### src/rtl/input_conditioner_pkg.sv
// Shared clock constants: board clock, debounce defaults and the 1 Hz / 2 Hz divider terminal counts.
package input_conditioner_pkg;

  localparam int unsigned CLK_HZ = 50_000_000;

  // 10 ms of contact settle time at CLK_HZ
  localparam int unsigned DB_CYCLES_CLK = CLK_HZ / 100;

  localparam int SYNC_STAGES_DEF = 2;
  localparam int DB_CYCLES_DEF   = DB_CYCLES_CLK;
  localparam int CNT_W_DEF       = 20;

  localparam int unsigned DIV_1HZ_MAX = CLK_HZ - 1;
  localparam int unsigned DIV_2HZ_MAX = CLK_HZ / 2 - 1;

  typedef struct packed {
    logic synced;
    logic stable;
  } chan_st_t;

endpackage

### src/rtl/input_conditioner_debounce_chan.sv
// One input channel: synchroniser chain, debounce counter, stable level and a registered 0->1 commit pulse.
module debounce_chan
  import input_conditioner_pkg::*;
#(
  parameter int SYNC_STAGES = SYNC_STAGES_DEF,
  parameter int DB_CYCLES   = DB_CYCLES_DEF,
  parameter int CNT_W       = CNT_W_DEF
) (
  input  logic     clk,
  input  logic     rst,
  input  logic     raw_i,
  input  logic     arm_i,
  output chan_st_t st_o,
  output logic     rise_o
);

  localparam logic [CNT_W-1:0] CNT_LAST = CNT_W'(DB_CYCLES - 1);

  logic [SYNC_STAGES-1:0] sync_q;
  logic [CNT_W-1:0]       cnt_q, cnt_d;
  logic                   stable_q, stable_d;
  logic                   rise_q, rise_d;
  logic                   synced;

  assign synced = sync_q[SYNC_STAGES-1];

  // Counter only runs while the synced level disagrees with stable, so it tops out at CNT_LAST
  always_comb begin
    cnt_d    = '0;
    stable_d = stable_q;
    rise_d   = 1'b0;
    if (synced != stable_q) begin
      if (cnt_q == CNT_LAST) begin
        stable_d = synced;
        rise_d   = synced & arm_i;
      end else begin
        cnt_d = cnt_q + CNT_W'(1);
      end
    end
  end

  always_ff @(posedge clk or negedge rst) begin
    if (!rst) begin
      sync_q   <= '0;
      cnt_q    <= '0;
      stable_q <= 1'b0;
      rise_q   <= 1'b0;
    end else begin
      sync_q   <= {sync_q[SYNC_STAGES-2:0], raw_i};
      cnt_q    <= cnt_d;
      stable_q <= stable_d;
      rise_q   <= rise_d;
    end
  end

  assign st_o.synced = synced;
  assign st_o.stable = stable_q;
  assign rise_o      = rise_q;

endmodule

### src/rtl/input_conditioner.sv
// Debounces the ADJ/SEL slide switches and the PAUSE button; PAUSE yields one pulse per accepted press.
module input_conditioner
  import input_conditioner_pkg::*;
#(
  parameter int SYNC_STAGES = SYNC_STAGES_DEF,
  parameter int DB_CYCLES   = DB_CYCLES_DEF,
  parameter int CNT_W       = CNT_W_DEF
) (
  input  logic clk,
  input  logic rst,
  input  logic sw_adj_raw,
  input  logic sw_sel_raw,
  input  logic btn_pause_raw,
  output logic adj,
  output logic sel,
  output logic pause_tog
);

  chan_st_t adj_st, sel_st, pause_st;
  logic     adj_rise, sel_rise, pause_rise;

  logic [SYNC_STAGES-1:0] prime_q;
  logic                   armed_q, armed_d;
  logic                   unused_chan;

  debounce_chan #(.SYNC_STAGES(SYNC_STAGES), .DB_CYCLES(DB_CYCLES), .CNT_W(CNT_W)) u_adj (
    .clk(clk), .rst(rst), .raw_i(sw_adj_raw), .arm_i(1'b0), .st_o(adj_st), .rise_o(adj_rise)
  );

  debounce_chan #(.SYNC_STAGES(SYNC_STAGES), .DB_CYCLES(DB_CYCLES), .CNT_W(CNT_W)) u_sel (
    .clk(clk), .rst(rst), .raw_i(sw_sel_raw), .arm_i(1'b0), .st_o(sel_st), .rise_o(sel_rise)
  );

  debounce_chan #(.SYNC_STAGES(SYNC_STAGES), .DB_CYCLES(DB_CYCLES), .CNT_W(CNT_W)) u_pause (
    .clk(clk), .rst(rst), .raw_i(btn_pause_raw), .arm_i(armed_q), .st_o(pause_st), .rise_o(pause_rise)
  );

  // Arming waits until the synchroniser holds a real post-reset sample, so a button held
  // through reset release is seen as pressed rather than as an idle zero from reset.
  assign armed_d = armed_q | (prime_q[SYNC_STAGES-1] & ~pause_st.synced & ~pause_st.stable);

  always_ff @(posedge clk or negedge rst) begin
    if (!rst) begin
      prime_q <= '0;
      armed_q <= 1'b0;
    end else begin
      prime_q <= {prime_q[SYNC_STAGES-2:0], 1'b1};
      armed_q <= armed_d;
    end
  end

  assign unused_chan = ^{adj_rise, sel_rise, adj_st.synced, sel_st.synced};

  assign adj       = adj_st.stable;
  assign sel       = sel_st.stable;
  assign pause_tog = pause_rise;

endmodule

### config.mk
export PLATFORM = sky130hd
export DESIGN_NAME = input_conditioner
export DESIGN_NICKNAME = d
export VERILOG_FILES = /design/src/rtl/input_conditioner_pkg.sv /design/src/rtl/input_conditioner_debounce_chan.sv /design/src/rtl/input_conditioner.sv
export SDC_FILE = /design/constraint.sdc
export NUM_CORES = 1
export LEC_CHECK = 0
export ABC_AREA = 1
export BUFFER_PORTS_ARGS = -buffer_cell sky130_fd_sc_hd__buf_2
export CAP_MARGIN = 0
export CELL_PAD_IN_SITES_DETAIL_PLACEMENT = 0
export CELL_PAD_IN_SITES_GLOBAL_PLACEMENT = 2
export CORE_MARGIN = 3
export CORE_UTILIZATION = 38
export DETAILED_ROUTE_END_ITERATION = 8
export PLACE_DENSITY_LB_ADDON = 0.1
export SYNTH_ARGS = -nofsm -noshare
export SYNTH_HDL_FRONTEND = slang
export SYNTH_SLANG_ARGS = --single-unit
### constraint.sdc
create_clock -name clk -period 1.74 [get_ports clk]
set_input_delay 0.087 -clock clk [delete_from_list [all_inputs] [get_ports clk]]
set_output_delay 0.087 -clock clk [all_outputs]
set_load 0.02 [all_outputs]
==> impl_metrics.yaml <==
outcome:
  run_status: "complete, no violations"
finish:
  layout_commonest_cell: "nor2_1"
  seq_area_mm2: 0.00183
  fin_nets: 551
  drive_above_1_share: 0.132
  area_growth_pct: 11.4
  fillers: 1049
  multi_input_area_mm2: 0.00197
  layout_common_cells: "nor2_1 (124), nand2_1 (109), dfrtp_1 (73), inv_1 (52), nand3_1 (37)"
  fin_util: 0.447
  n_antenna_cell: 0
worst_hold_path:
  min_path_type: "in -> async"
clocking:
  clkLatencyLatePin_ns: 0.35
  cts-htree-levels: 3
  cts_setup_buffers: 0
  numCtsBuffers: 9
  clock_sinks: 73
  cts-resized-gates: 0
  clkTransAtPathRegs_ns: 0.07
  cts_root_buffer: "clkbuf_8"
  cts_buffer_depth: 2
  cts_tree: "yes"
  cts_hold_buf: 4
global_route:
  grt_pass1_wl_um: 15800
  grt.overflow.total: 0
  grt_use_total: 0.174
  grt_antenna_before_repair: 0
  grt_start_max_net_pins: 74
  grt_pass1_vias: 3204
synthesis:
  yosys_register_bits: 73
  synthTopCellsByArea: "dfrtp_1 (46%), nor2_1 (12%), nand2_1 (10%), inv_1 (4.9%), nand3_1 (4.6%)"
  synth-edff-count: 0
  synth_warnings: 0
  syn_inst: 521
  yosysTopAreaCell: "dfrtp_1"
  seq_area_frac_synth: 0.456
  syn-cell-area_mm2: 0.00401
  postSynthNetCount: 529
  synthFlopType: "dfrtp_1"
  synth_top_area_frac: 0.456
  ys_types: 28
  async_reset_ff_frac: 1.00
  avgSynthCellArea_um2: 7.70
placed_design:
  port_buffers: 7
  place_ws_ns: 0.206
  place_congestion: 0.793
  detailed_place_hpwl_um: 6840
sta:
  rsz0062_at_grt: "false"
  setup_tns_ns: 0
  finalCritPeriodShare: 0.873
  finalHoldViolations: 0
  fin_crit_ns: 1.52
  setup_slack_ns: 0.222
  fmax_ghz: 0.659
  clock_skew_ns: 0.0151
  slew_viol_final: 0
  tightest_slew_ns: 0.515
  final-setup-viol-count: 0
  timing.slew.headroom: 0.656
power_and_ir_drop:
  powerDensity_mw_per_mm2: 725
  vdd.ir_drop.worst_uv: 367
  leakage_uw: 0.00191
  finalPower_uw: 3240
detailed_routing:
  num_vias: 3212
  post-route-drc-count: 0
  drt-initial-drc-count: 172
  ant_nets: 0
  finalWirelength_um: 9230
  dr.pass1.iters: 5
  via_per_inst: 4.72
  wl_per_cell_um: 13.6
worst_setup_path:
  arrival_ns: 1.75
  start_kind: "flip-flop"
  cp-end-kind: "flip-flop"
  ff2ff_path_depth: 6
  setup.worst_path.class: "reg -> reg"
  required_ns: 1.97
  timing.rr.end: "u_adj.cnt_q[5]"
  rr_startpoint: "u_adj.cnt_q[0]"
  r2r_slack_ns: 0.22
  worst-path-max-fanout: 7
floorplan:
  die_w_um: 109
  initial_core_util: 0.401
  chipHeight_um: 109
  design.die.area_mm2: 0.0118
  io_pins: 8
  rows: 36
  coreArea_mm2: 0.0100
run:
  cap_viol_max_count: 0
how the worst max path moves through the flow:
stage,startpoint,to,slack (ns),cells past startpoint
floorplan,u_adj.cnt_q[0],u_adj.cnt_q[18],0.46,6
detailed placement,u_adj.cnt_q[0],u_adj.cnt_q[5],0.21,6
finish,u_adj.cnt_q[0],u_adj.cnt_q[5],0.22,6
global route,u_adj.cnt_q[0],u_adj.cnt_q[5],0.04,6
CTS,u_adj.cnt_q[0],u_adj.cnt_q[5],0.19,6
global placement,u_adj.cnt_q[0],u_adj.cnt_q[5],0.24,6
where the power goes:
part	switching [µW]	internal (µW)	leakage, µW
registers	19.1	1720	0.000989
logic	89.7	37.8	0.000827
clock network	635	735	0.0000957
total	744	2490	0.00191
registers in the layout, summed over array words and instances, names as in the netlist:
register          count
armed_q               1
prime_q               2
u_adj.cnt_q          20
u_adj.stable_q        1
u_adj.sync_q          2
u_pause.cnt_q        20
u_pause.rise_o        1
u_pause.stable_q      1
u_pause.sync_q        2
u_sel.cnt_q          20
u_sel.stable_q        1
u_sel.sync_q          2
synth_stat cells, types with 3 or more instances:
| master | count |
|---|---|
| nor2_4 | 9 |
| nor3b_1 | 3 |
| dfrtp_1 | 73 |
| nand3b_1 | 4 |
| nor2_2 | 17 |
| nand3_1 | 37 |
| inv_1 | 52 |
| o21ai_1 | 4 |
| o21ai_0 | 5 |
| ha_1 | 3 |
| nor3_1 | 9 |
| xnor2_1 | 13 |
| nand2_1 | 109 |
| nand2_4 | 3 |
| nand2_2 | 14 |
| xor2_1 | 14 |
| and2_1 | 4 |
| nor2_1 | 124 |
| nand4_1 | 5 |
| a21oi_1 | 7 |
cell families after synthesis:
family	Yosys count	synth area share
flops	73	0.456
other cells	1	0.000935
compound gates	17	0.0218
simple gates	343	0.396
xor+xnor	28	0.0630
buf+inv	56	0.0530
fa+ha+maj	3	0.00936
per-layer routing:
metal  global-route usage  wire, µm  vias to the layer above
li1                     -         -                     1653
met1                0.247      4750                     1499
met2                0.270      4080                       47
met3               0.0320       270                       13
met4               0.0568       127                        0
met5                    0         0                        -
layout make-up:
type	instances	area share
Tap cell	133	0.0372
Sequential cell	73	0.409
Multi-Input combinational cell	392	0.441
Inverter	54	0.0454
Timing Repair Buffer	13	0.0235
Clock buffer	13	0.0356
Clock inverter	2	0.00840
per-stage QoR:
step	std cells	area [µm²]	hold WS, ns
after floorplan	521	4010	-0.209
after global placement	661	4230	0.139
after detailed placement	661	4230	0.140
after CTS	680	4470	0.296
after global routing	680	4470	0.307
final	680	4470	0.285
worst max-delay path, stage by stage (launching register included):
cell and delay (ns):
dfrtp_1 0.39, ha_1 0.20, nand2_1 0.10, nor2_1 0.23, nand3_2 0.20, nand2_1 0.22, nor2_1 0.08
Note: power is estimated with default switching activity, not from simulation.
